--- src/rtl/mmpu_instr_sequencer.sv ---
// mmpu_instr_sequencer
//   Accepts one memory-processing instruction at a time, checks its operand
//   window, then sweeps the bitline index 0..ROW_SIZE-1 toward the row-vector
//   stage. The downstream stage can hold the sweep with stall.
//
// Ports
//   clock, reset_n          : rising-edge clock, async active-low reset
//   instr_valid/instr_ready : instruction handshake (ready only when idle)
//   instr_*                 : instruction fields, captured on accept
//   stall                   : downstream hold, honoured only while sweeping
//   mem_op, col_flag, dest_addr, src1_addr, src2_addr, start, endx
//                           : captured instruction fields, stable until next accept
//   bitline, bitline_valid  : current bitline index and its qualifier
//   done                    : one-cycle pulse after the last bitline
//   err                     : one-cycle pulse when an instruction is rejected
module mmpu_instr_sequencer #(
    parameter int ROW_SIZE = 1024,
    parameter int ADDR_W   = 10
) (
    input  logic              clock,
    input  logic              reset_n,
    input  logic              instr_valid,
    output logic              instr_ready,
    input  logic [1:0]        instr_mem_op,
    input  logic              instr_col_flag,
    input  logic [ADDR_W-1:0] instr_dest,
    input  logic [ADDR_W-1:0] instr_src1,
    input  logic [ADDR_W-1:0] instr_src2,
    input  logic [ADDR_W-1:0] instr_start,
    input  logic [ADDR_W-1:0] instr_endx,
    input  logic              stall,
    output logic [1:0]        mem_op,
    output logic              col_flag,
    output logic [ADDR_W-1:0] dest_addr,
    output logic [ADDR_W-1:0] src1_addr,
    output logic [ADDR_W-1:0] src2_addr,
    output logic [ADDR_W-1:0] start,
    output logic [ADDR_W-1:0] endx,
    output logic [ADDR_W-1:0] bitline,
    output logic              bitline_valid,
    output logic              done,
    output logic              err
);

    typedef enum logic [1:0] {
        IDLE   = 2'b00,
        CHECK  = 2'b01,
        SWEEP  = 2'b10,
        FINISH = 2'b11
    } state_t;

    localparam logic [ADDR_W-1:0] LAST_BL = ADDR_W'(ROW_SIZE - 1);

    state_t state, state_nxt;
    logic   accept;
    logic   reject;
    logic   advance;

    assign accept  = (state == IDLE) && instr_valid;
    // Range ops in column mode need an ordered source pair as well as a
    // non-empty row window.
    assign reject  = (start > endx) ||
                     (mem_op[1] && col_flag && (src1_addr > src2_addr));
    assign advance = (state == SWEEP) && !stall;

    // State register
    always_ff @(posedge clock or negedge reset_n) begin
        if (!reset_n) state <= IDLE;
        else          state <= state_nxt;
    end

    // Next-state logic
    always_comb begin
        state_nxt = state;
        case (state)
            IDLE:    if (instr_valid) state_nxt = CHECK;
            CHECK:   state_nxt = reject ? IDLE : SWEEP;
            SWEEP:   if (advance && (bitline == LAST_BL)) state_nxt = FINISH;
            FINISH:  state_nxt = IDLE;
            default: state_nxt = IDLE;
        endcase
    end

    // Outputs decoded from state; err is qualified by the check in CHECK
    always_comb begin
        instr_ready   = 1'b0;
        bitline_valid = 1'b0;
        done          = 1'b0;
        err           = 1'b0;
        case (state)
            IDLE:    instr_ready   = 1'b1;
            CHECK:   err           = reject;
            SWEEP:   bitline_valid = !stall;
            FINISH:  done          = 1'b1;
            default: ;
        endcase
    end

    // Instruction field capture
    always_ff @(posedge clock or negedge reset_n) begin
        if (!reset_n) begin
            mem_op    <= '0;
            col_flag  <= 1'b0;
            dest_addr <= '0;
            src1_addr <= '0;
            src2_addr <= '0;
            start     <= '0;
            endx      <= '0;
        end else if (accept) begin
            mem_op    <= instr_mem_op;
            col_flag  <= instr_col_flag;
            dest_addr <= instr_dest;
            src1_addr <= instr_src1;
            src2_addr <= instr_src2;
            start     <= instr_start;
            endx      <= instr_endx;
        end
    end

    // Bitline counter: parks on the last index through FINISH so it never
    // wraps mid-instruction, then clears on the way back to IDLE.
    always_ff @(posedge clock or negedge reset_n) begin
        if (!reset_n) begin
            bitline <= '0;
        end else if (state == FINISH) begin
            bitline <= '0;
        end else if (advance && (bitline != LAST_BL)) begin
            bitline <= bitline + 1'b1;
        end
    end

endmodule

--- config.mk ---
export PLATFORM = sky130hd
export DESIGN_NAME = mmpu_instr_sequencer
export DESIGN_NICKNAME = d
export VERILOG_FILES = /design/src/rtl/mmpu_instr_sequencer.sv
export SDC_FILE = /design/constraint.sdc
export NUM_CORES = 1
export LEC_CHECK = 0
export BUFFER_PORTS_ARGS = -buffer_cell sky130_fd_sc_hd__buf_2
export CORE_MARGIN = 5
export CORE_UTILIZATION = 48
export DETAILED_ROUTE_END_ITERATION = 6
export GPL_ROUTABILITY_DRIVEN = 0
export MAX_ROUTING_LAYER = met4
export PLACE_DENSITY_LB_ADDON = 0.2
export SLEW_MARGIN = 20
export SYNTH_ARGS = -nofsm -noshare
export SYNTH_HDL_FRONTEND = slang
export SYNTH_SLANG_ARGS = --single-unit
--- constraint.sdc ---
create_clock -name clock -period 2.47 [get_ports clock]
set_input_delay 0.6175 -clock clock [delete_from_list [all_inputs] [get_ports clock]]
set_output_delay 0.6175 -clock clock [all_outputs]
set_load 0.01 [all_outputs]
Yosys cells after proc, flatten, opt, wreduce, memory -nomap -nowiden
Index checks and enable logic that the tools add are counted.

Register bits after elaboration: 65. Bits in latches: 0. RAM bits: 0. Bits in read-only memories: 0. Output and inout bits: 67. Memories kept: 0.

$add $sub $neg: 1. $mul: 0. Divide/modulo/power cells: 0. Magnitude comparators: 2. Equal/unequal tests: 7. Shift-type cells: 0. Muxes and demuxes: 10. Bitwise operators: 0. Reductions and logical operators: 11.

Operators with widths (number): 10-bit > comparator (2); 10-bit 2-to-1 mux (2); 10-bit by 1-bit adder with 10-bit output, second input constant (1); 10-bit equality test, second input constant (1); 10-bit inequality test, second input constant (1); 2-bit one-hot mux with 4 select lines (1); 1-bit logical AND (6); 2-bit 2-to-1 mux (3); 2-bit equality test, second input constant (2); 1-bit 2-to-1 mux (4); 2-bit by 1-bit equality test with 1-bit output, second input constant (1); 2-bit zero test (1); 2-bit by 1-bit inequality test with 1-bit output, second input constant (1); 2-bit inequality test, second input constant (1); 2-bit AND reduction (1); 2-bit nonzero test (1); 1-bit zero test (1); 1-bit logical OR (1).

Logic depth before layout (Yosys ltp)
Gate-level depths: netlist of run 1.

Depth in word-level cells: 5. Depth in mapped cells: 7. Gate-level depth less buffers: 7.

Worst setup path before layout of run 1
OpenSTA, ideal clock, no wires.

Kind: register to output. From: register start[5]. To: output port err. Arrival time: 1.617 ns. Data required time: 1.852 ns. Slack: 0.235 ns. Cell stages (with the launch flop): 7. Path buffers: 0. Path through: dfrtp_1 -> ha_1 -> a21oi_1 -> o21ai_0 -> a2111oi_0 -> o22ai_1 -> nor2b_1.

Cells in the longest elaborated chain, start to end: 3.

RTL lines: from (decl) (line 37) `output logic [ADDR_W-1:0] start,`; from (signal assigned) (line 115) `start <= instr_start;`; 10-bit > comparator (line 62) `assign reject = (start > endx) ||`; 1-bit logical OR (line 62); 1-bit 2-to-1 mux (line 90) `case (state)`; to (decl) (line 42) `output logic err`.

Every way passes these cells.

Worst setup path in the final report of run 1
From: register src2_addr[7]. To: output port err.

Cells in the longest elaborated chain, start to end: 4.

RTL lines: from (decl) (line 36) `output logic [ADDR_W-1:0] src2_addr,`; from (signal assigned) (line 114) `src2_addr <= instr_src2;`; 10-bit > comparator (line 63) `(mem_op[1] && col_flag && (src1_addr > src2_addr));`; 1-bit logical AND (line 63); 1-bit logical OR (line 62); 1-bit 2-to-1 mux (line 90).

Every way passes these cells.

==> run_results.csv, run 1 <==
group,metric,value,unit
sta,relSlewSlack,67.3,%
pwr,p_clk_share,18.2,%
route,drc,0,
worst_setup_path,path_cells,"inv_2 > ha_4 > nand4_1 > a211oi_2 > a2111oi_4 > o22ai_4 > nor2b_4 > buf_6",
logic_synthesis,synth-simple-area-share,10.5,%
route,vias_per_cell,4.97,
sta,finClkSkew,0.00846,ns
logic_synthesis,postSynth.asyncResetShare,100,%
floorplan,std_cell_rows,29,
logic_synthesis,syn_avg_cell_area,11.3,µm²
worst_setup_path,cp_data_arrival_time,2.08,ns
route,drtIter0Drc,70,
route,vias,2443,
pwr,powerDensity,1330,nW/µm²
sta,tightestPinTransition,0.490,ns
pwr,swShare,37.6,%
route,routed_wl,7180,µm
logic_synthesis,syn_nets,349,
sta,finalHoldViolCount,0,
finish,nNetsFinal,487,
worst_setup_path,crit_start,"src2_addr[7]",
finish,syn2layout_area_growth,38.6,%
sta,worst_hold_slack,0.300,ns
sta,finalMaxSlewViolations,0,
clock_network,clk_path_buf_depth,2,
worst_setup_path,worstReg2RegStart,"bitline[0]",
sta,fmax,370,MHz
sta,period_share,109,%
worst_setup_path,crit_fanout,3,
clock_network,cts_tree,"built",
worst_setup_path,crit_type,"reg -> out",
global_route,track_usage,18.7,%
clock_network,clk_pin_slew,0.08,ns
logic_synthesis,yosysMostFrequentCell,"dfrtp_1",
logic_synthesis,synth_compound_gate_area_share,8.65,%
floorplan,fp.dieW,89.7,µm
global_route,grt_start_max_net_pins,66,
worst_setup_path,end_kind,"primary output",
worst_setup_path,critPathBufInv,2,
floorplan,die_area,8050,µm²
worst_setup_path,start_kind,"flip-flop",
route,top_layer_used,"met4",
clock_network,clk_latency,0.32,ns
logic_synthesis,syn-cell-area,3050,µm²
finish,drive_gt1_share,51.2,%
pwr,switchingPower,0.00212,W
flow_run,maxCapViolCount,0,
worst_setup_path,cp.depth,8,
logic_synthesis,synth_seq_cells,65,
route,wl_met2,3510,µm
pwr,power.leakage,2.08,nW
logic_synthesis,synth_edf_count,0,
global_route,grt_pass1_vias,2587,
logic_synthesis,synth_top_family_by_area,"multiplexers",
floorplan,initial_core_util,48.6,%
logic_synthesis,ys_top_cells_by_count,"dfrtp_1, mux2_2, nand2_1",
worst_setup_path,crit_end,"err",
worst_setup_path,reg2reg_to,"bitline[7]",
logic_synthesis,synth_largest_area_cell,"dfrtp_1",
worst_setup_path,r2r_cells,6,
min_path,hold_path_class,"in -> async",
logic_synthesis,synth.top_cells.by_area,"dfrtp_1, mux2_2, ha_1",
sta,layout_min_cycle_time,2.70,ns
clock_network,cts_htree_levels,3,
global_route,grt_remaining_overflow,0,
logic_synthesis,yosysWarnings,0,
placed_design,post-place-cells,473,
run_status,violations,"negative setup slack",
floorplan,io-pin-count,124,
route,ant_nets,0,
floorplan,core-area,6280,µm²
pwr,p_total,0.00563,W
clock_network,numCtsBuffers,9,
finish,post-route-util,67.4,%
logic_synthesis,synth-adder-area-share,8.61,%
route,wl_met3,550,µm
logic_synthesis,yosys.cell_types.count,34,
pwr,power_frac_seq,33.0,%
logic_synthesis,synthXorXnorAreaFrac,2.01,%
global_route,grt_first_pass_wirelength,12200,µm
placed_design,dp_hpwl,5240,µm
placed_design,dp_slack,-0.183,ns
placed_design,port-buffer-count,123,
worst_setup_path,cpLargestDelayFamily,"compound AO/OA/AOI/OAI gates",
worst_setup_path,worstPathRequired,1.85,ns
pwr,comb_power_share,48.8,%
finish,final_cells,492,
logic_synthesis,synthFlopType,"dfrtp_1",
floorplan,fp.dieH,89.7,µm
route,dr.pass1.iters,4,
logic_synthesis,synthMuxAreaShare,12.5,%
logic_synthesis,synth_cells,271,
global_route,antenna_found_initial,1,
pwr,ir_worst_vdd,0.652,mV
logic_synthesis,yosysSeqAreaShare,53.3,%
worst_setup_path,worst_path_largest_cell_delay,0.37,ns
run_status,outcome,"finished with violations",
route,drt-met1-wl,3030,µm
worst_setup_path,cpMaxStageDelayCell,"dfrtp_1",
clock_network,clock-sinks,65,
logic_synthesis,netlist.area_leader.share,53.3,%
clock_network,cts-root-buf,"clkbuf_8",
route,post_drt_wl_per_cell,14.6,µm
sta,finalWorstSetupSlack,-0.232,ns
pwr,p_int,0.00351,W
worst_setup_path,r2r_setup_slack,0.60,ns
sta,rsz0062_at_grt,"true",
sta,setup_viol,1,
-- through the flow --
step           setup TNS (ns)  instance area [µm²]
5_1_grt                -0.373                 4230
2_1_floorplan               0                 3050
3_3_place_gp           -0.108                 3820
4_1_cts                -0.265                 4140
6_report               -0.232                 4230
3_5_place_dp           -0.183                 3820
-- worst reg2reg max path, cell delays in order (launching register included) --
cell and delay [ns]:
dfrtp_1 0.42, ha_1 0.20, nand3_1 0.17, o31ai_4 0.53
nor3_2 0.14, a31o_1 0.26, a21oi_2 0.10
-- sequential cells by signal, indices dropped and copies added, names as in the netlist, named ones only --
register / flops
bitline: 10
col_flag: 1
dest_addr: 10
endx: 10
mem_op: 2
src1_addr: 10
src2_addr: 10
start: 10
state: 1
-- worst min path at each step --
stage	start	end	slack, ns	cells after the start
global placement	dest_addr[4]	dest_addr[4]	0.48	1
global route	reset_n	endx[4]	0.32	2
finish	reset_n	endx[1]	0.30	2
floorplan	reset_n	async pin	0.32	0
detailed placement	dest_addr[4]	dest_addr[4]	0.49	1
CTS	reset_n	endx[1]	0.31	2
-- per-layer routing --
layer  vias to the layer above  global-route usage (%)
li1                       1209                       -
met1                      1145                    22.7
met2                        79                    29.7
met3                        10                    5.59
met4                         0                    6.42
met5                         -                       -
-- power groups by stage --
stage	Sequential, W	Combinational (W)	Clock (W)
after floorplan	0.00206	0.00115	0
after global placement	0.00184	0.00229	0
after detailed placement	0.00186	0.00236	0
after CTS	0.00185	0.00259	0.00105
after global routing	0.00193	0.00306	0.00110
final	0.00186	0.00275	0.00102
-- layout make-up --
| cell class | instances | area, µm² |
|---|---|---|
| inverters | 26 | 97.6 |
| flip-flops and latches | 65 | 1630 |
| clock inverters | 5 | 77.6 |
| multi-input cells | 171 | 1450 |
| well taps | 77 | 96.3 |
| fillers | 513 | 2050 |
| repair buffers | 136 | 732 |
| diodes | 1 | 2.50 |
| clock buffers | 11 | 151 |
-- cell families after synthesis --
group / after synthesis
fa+ha+maj: 21
mux: 34
flops: 65
xor+xnor: 7
buf+inv: 35
compound gates: 43
simple gates: 66
-- cell usage in the layout, fill, tap and decap left out, types with 3 or more instances in the layout --
master | Yosys | layout
clkbuf_8 | 0 | 11
dfrtp_1 | 65 | 65
buf_4 | 0 | 12
nor2_1 | 15 | 15
ha_4 | 0 | 5
nand3_1 | 4 | 4
a21oi_1 | 5 | 3
o21ai_0 | 26 | 24
mux2_2 | 33 | 33
xnor2_1 | 6 | 6
buf_2 | 4 | 122
inv_1 | 26 | 22
a21oi_2 | 1 | 3
nand4_1 | 6 | 6
inv_2 | 0 | 4
a211oi_2 | 0 | 3
ha_1 | 21 | 16
nand2b_1 | 3 | 3
nand2_1 | 27 | 27
-- timing repair --
item	in CTS	in global routing
resized for setup	18	12
hold buffers	0	0
setup buffers	2	1
gates cloned	0	0
setup endpoints to repair	1	1
pin swaps	9	8
No activity file was read; power rests on OpenSTA's default activity.
==> run 2, diff against run 1 <==
--- a/config.mk
+++ b/config.mk
@@ -12,6 +12,7 @@
 export GPL_ROUTABILITY_DRIVEN = 0
 export MAX_ROUTING_LAYER = met4
 export PLACE_DENSITY_LB_ADDON = 0.2
+export RECOVER_POWER = 25
 export SLEW_MARGIN = 20
 export SYNTH_ARGS = -nofsm -noshare
 export SYNTH_HDL_FRONTEND = slang
==> run_results.csv, run 2 (same netlist as run 1, synthesis figures left out) <==
group,metric,value,unit
run_status,violations,"max-capacitance violations, max-slew violations, negative setup slack",
run_status,outcome,"finished with violations",
floorplan,fp.dieH,89.7,µm
route,drtIter0Drc,70,
finish,syn2layout_area_growth,38.1,%
sta,setup_viol,1,
worst_setup_path,r2r_cells,6,
finish,seqCellArea,1630,µm²
route,ant_nets,0,
finish,post-route-util,67.1,%
worst_setup_path,path_cells,"inv_2 > ha_4 > nand4_1 > a211oi_2 > a2111oi_4 > o22ai_4 > nor2b_4 > buf_6",
clock_network,clk_latency,0.32,ns
min_path,worstHoldStart,"instr_endx[4]",
worst_setup_path,worstReg2RegStart,"bitline[0]",
sta,layout_min_cycle_time,2.70,ns
clock_network,cts_htree_levels,3,
global_route,gr-usage-met2,29.7,%
placed_design,port-buffer-count,123,
clock_network,numCtsBuffers,9,
sta,tightestPinTransition,1.62,ns
floorplan,fp.dieW,89.7,µm
worst_setup_path,worstPathRequired,1.85,ns
pwr,powerDensity,1340,nW/µm²
pwr,ir_worst_vdd,0.652,mV
worst_setup_path,crit_fanout,3,
worst_setup_path,critPathBufInv,2,
placed_design,dp_hpwl,5240,µm
sta,finClkSkew,0.00846,ns
route,routed_wl,7170,µm
route,dr.pass1.iters,4,
global_route,grt_pass1_vias,2587,
clock_network,clk_path_buf_depth,2,
worst_setup_path,cpMaxStageDelayCell,"dfrtp_1",
worst_setup_path,reg2reg_to,"bitline[7]",
finish,most-common-layout-cells,"buf_2, dfrtp_1, mux2_2",
min_path,hold_path_end,"endx[4]",
clock_network,ctsHoldBuffers,0,
worst_setup_path,crit_type,"reg -> out",
clock_network,cts-root-buf,"clkbuf_8",
global_route,use_met3,5.59,%
floorplan,core-area,6280,µm²
finish,fillers,515,
pwr,power.leakage,2.07,nW
finish,nNetsFinal,487,
sta,finalHoldViolCount,0,
worst_setup_path,cp_data_arrival_time,2.08,ns
sta,fmax,370,MHz
finish,final_common_cell,"buf_2",
floorplan,initial_core_util,48.6,%
sta,finalWorstSetupSlack,-0.232,ns
worst_setup_path,crit_start,"src2_addr[7]",
global_route,busiest_layer,"met2",
floorplan,die_area,8050,µm²
clock_network,clock-sinks,65,
worst_setup_path,end_kind,"primary output",
worst_setup_path,r2r_setup_slack,0.60,ns
finish,multiInputGateArea,1450,µm²
floorplan,std_cell_rows,29,
placed_design,dp_slack,-0.183,ns
sta,rsz0062_at_grt,"true",
sta,worst_hold_slack,0.486,ns
sta,finalMaxSlewViolations,66,
global_route,grt_start_max_net_pins,66,
route,vias_per_cell,4.96,
clock_network,cts_tree,"built",
worst_setup_path,start_kind,"flip-flop",
global_route,grtUsageMet1,22.7,%
clock_network,clk_pin_slew,0.08,ns
worst_setup_path,worst_path_largest_cell_delay,0.37,ns
sta,relSlewSlack,-7.82,%
route,drc,0,
route,post_drt_wl_per_cell,14.6,µm
global_route,grt_remaining_overflow,0,
route,vias,2442,
flow_run,maxCapViolCount,1,
global_route,track_usage,18.7,%
worst_setup_path,cpLargestDelayFamily,"compound AO/OA/AOI/OAI gates",
global_route,grt_first_pass_wirelength,12200,µm
finish,drive_gt1_share,51.2,%
min_path,whs_path_depth,3,
global_route,antenna_found_initial,1,
sta,period_share,109,%
min_path,hold_path_class,"in -> reg",
floorplan,io-pin-count,124,
run 2: changes by cell type in the layout (fill, tap and decap cells not counted):
cell	previous run	this run
buf_12	1	0
clkbuf_2	0	1
run 2: power by group:
part / internal, W / switching [W]
combinational: 0.00135 / 0.00139
clock: 0.000620 / 0.000404
sequential: 0.00154 / 0.000324
total: 0.00351 / 0.00212
run 2: tightest hold or removal path: cells and delay by family:
family | cells | cell delay (ns)
buffers and inverters | 1 | 0.07
and+or+nand+nor | 1 | 0.03
AOI/OAI and AO/OA | 1 | 0.05
run 2: repair_timing:
action / CTS / global route
pin swaps: 9 / 8
setup endpoints to repair: 1 / 1
gates resized for setup: 18 / 12
setup buffers: 2 / 1
gates cloned: 0 / 0
run 2: layer usage:
metal  share of wire (%)  vias up
met5                   0        -
met4                 1.2        0
met3                 7.7       10
met2                  49       79
met1                  42     1144
li1                    -     1209
run 2: worst max path at each step:
stage	to	slack, ns	cells past startpoint
finish	err	-0.23	8
global route	err	-0.37	8
CTS	err	-0.26	8
detailed placement	err	-0.18	8
global placement	err	-0.11	8
floorplan	err	0.24	6
run 2: final cells by class:
type / count / share of cell area [%]
inverters: 26 / 2.32
clock inverters: 5 / 1.84
flip-flops and latches: 65 / 38.6
well taps: 77 / 2.29
clock buffers: 11 / 3.59
repair buffers: 136 / 17.0
diodes: 1 / 0.0594
multi-input cells: 171 / 34.3
run 2: through the flow:
| step | setup TNS, ns | power [W] | std cells | area, µm² |
|---|---|---|---|---|
| 2_1_floorplan | 0 | 0.00322 | 271 | 3050 |
| 3_3_place_gp | -0.108 | 0.00413 | 473 | 3820 |
| 3_5_place_dp | -0.183 | 0.00422 | 473 | 3820 |
| 4_1_cts | -0.265 | 0.00549 | 490 | 4140 |
| 5_1_grt | -0.373 | 0.00609 | 492 | 4210 |
| 6_report | -0.232 | 0.00563 | 492 | 4210 |
==> run 3, diff against run 2 <==
--- a/config.mk
+++ b/config.mk
@@ -7,7 +7,7 @@
 export LEC_CHECK = 0
 export BUFFER_PORTS_ARGS = -buffer_cell sky130_fd_sc_hd__buf_2
 export CORE_MARGIN = 5
-export CORE_UTILIZATION = 48
+export CORE_UTILIZATION = 52
 export DETAILED_ROUTE_END_ITERATION = 6
 export GPL_ROUTABILITY_DRIVEN = 0
 export MAX_ROUTING_LAYER = met4
==> constraint.sdc (replaced) <==
create_clock -name clock -period 3.5 [get_ports clock]
set_input_delay 0.875 -clock clock [delete_from_list [all_inputs] [get_ports clock]]
set_output_delay 0.875 -clock clock [all_outputs]
set_load 0.01 [all_outputs]
==> run_results.csv, run 3 (same netlist as run 1, synthesis figures left out) <==
group,metric,value,unit
sta,layout_min_cycle_time,3.16,ns
route,vias,2398,
sta,finalMaxSlewViolations,67,
pwr,powerDensity,902,nW/µm²
run_status,violations,"max-capacitance violations, max-slew violations",
sta,tightestPinTransition,1.99,ns
finish,diodes,0,
route,top_layer_used,"met4",
finish,syn2layout_area_growth,30.4,%
route,vias_per_cell,5.02,
worst_setup_path,start_kind,"flip-flop",
worst_setup_path,crit_type,"reg -> out",
global_route,grt_start_max_net_pins,54,
floorplan,std_cell_rows,28,
placed_design,dp_hpwl,5150,µm
clock_network,ctsResizeCount,0,
finish,drive_gt1_share,44.2,%
route,wl_met2,3320,µm
finish,most-common-layout-cells,"buf_2, dfrtp_1, mux2_2",
floorplan,core-area,5820,µm²
clock_network,numCtsBuffers,9,
clock_network,ctsHoldBuffers,0,
sta,relSlewSlack,-32.6,%
clock_network,post_cts_buffers,0,
worst_setup_path,end_kind,"primary output",
sta,setup_viol,0,
clock_network,cts-root-buf,"clkbuf_8",
worst_setup_path,cp_data_arrival_time,2.29,ns
clock_network,clk_path_buf_depth,2,
global_route,grt_pass1_vias,2445,
clock_network,cts_htree_levels,3,
route,ant_nets,0,
finish,seqCellArea,1630,µm²
route,drtIter0Drc,63,
route,post_drt_wl_per_cell,14.1,µm
sta,setup_tns,0,ns
floorplan,fp.dieW,86.6,µm
placed_design,port-buffer-count,123,
route,wl_met3,551,µm
floorplan,initial_core_util,52.5,%
clock_network,cts_tree,"built",
sta,finClkSkew,0.00616,ns
sta,finalHoldViolCount,0,
route,drc,0,
sta,fmax,316,MHz
clock_network,clk_latency,0.32,ns
sta,rsz0062_at_grt,"false",
global_route,grt_first_pass_wirelength,11300,µm
pwr,ir_worst_vdd,0.525,mV
finish,multiInputGateArea,1290,µm²
clock_network,clock-sinks,65,
finish,fillers,477,
sta,worst_hold_slack,0.505,ns
flow_run,maxCapViolCount,2,
floorplan,io-pin-count,124,
pwr,power.leakage,2.01,nW
route,dr.pass1.iters,4,
floorplan,fp.dieH,86.6,µm
route,drt-met1-wl,2810,µm
finish,final_common_cell,"buf_2",
min_path,hold_path_class,"reg -> reg",
floorplan,die_area,7500,µm²
pwr,p_total,0.00359,W
worst_setup_path,crit_fanout,3,
global_route,track_usage,19.9,%
global_route,antenna_found_initial,0,
sta,period_share,90.3,%
route,routed_wl,6750,µm
run_status,outcome,"finished with violations",
worst_setup_path,worstPathRequired,2.62,ns
global_route,grt_remaining_overflow,0,
finish,nNetsFinal,477,
clock_network,clk_pin_slew,0.07,ns
[run 3: cell types whose count changed in the layout (fill, tap and decap cells not counted), sizes merged]
cell | previous run | this run
buf | 135 | 124
clkbuf | 12 | 15
clkinv | 2 | 0
clkinvlp | 1 | 0
diode | 1 | 0
[run 3: path summary, 6_finish.rpt]
check	startpoint	end	slack, ns	depth (start not counted)
worst max register to register	start[5]	flip-flop	1.54	6
worst min-delay path	dest_addr[9]	dest_addr[9]	0.51	1
min in group asynchronous	reset_n	endx[0]	1.01	2
worst min register to register	dest_addr[9]	dest_addr[9]	0.51	1
max in group asynchronous	reset_n	src1_addr[9]	1.15	2
worst max-delay path	start[5]	err	0.34	7
[run 3: power by group]
group / total [W] / switching, W / internal [W]
logic: 0.00157 / 0.000835 / 0.000734
registers: 0.00130 / 0.000218 / 0.00108
clock network: 0.000718 / 0.000262 / 0.000456
total: 0.00359 / 0.00131 / 0.00227
[run 3: metal layers]
layer  vias to the layer above  GRT usage [%]
met5                         -              -
met4                         0           7.65
met3                         8           5.04
met2                        73           31.4
met1                      1132           24.8
li1                       1185              -
[run 3: final cells by class]
| class | instances | share of cell area [%] |
|---|---|---|
| clock buffer | 13 | 4.24 |
| clock inverter | 2 | 1.51 |
| inverter | 26 | 2.45 |
| multi-input combinational | 171 | 32.4 |
| sequential | 65 | 40.9 |
| tap | 75 | 2.36 |
| timing repair buffer | 126 | 16.2 |
[run 3: metrics by stage]
step,util (%),std cells,setup WS [ns],cell area (µm²)
floorplan,-,271,1.01,3050
global placement,64.6,463,0.677,3760
detailed placement,64.6,463,0.633,3760
CTS,68.6,478,0.275,3990
global route,68.4,478,0.194,3980
finish,68.4,478,0.339,3980
[run 3: critical path, stage by stage, from the launching register on]
cell	delay, ns
dfrtp_1	0.39
ha_1	0.33
a21oi_1	0.15
o21ai_0	0.09
a2111oi_0	0.49
o22ai_1	0.21
nor2b_1	0.17
buf_2	0.14
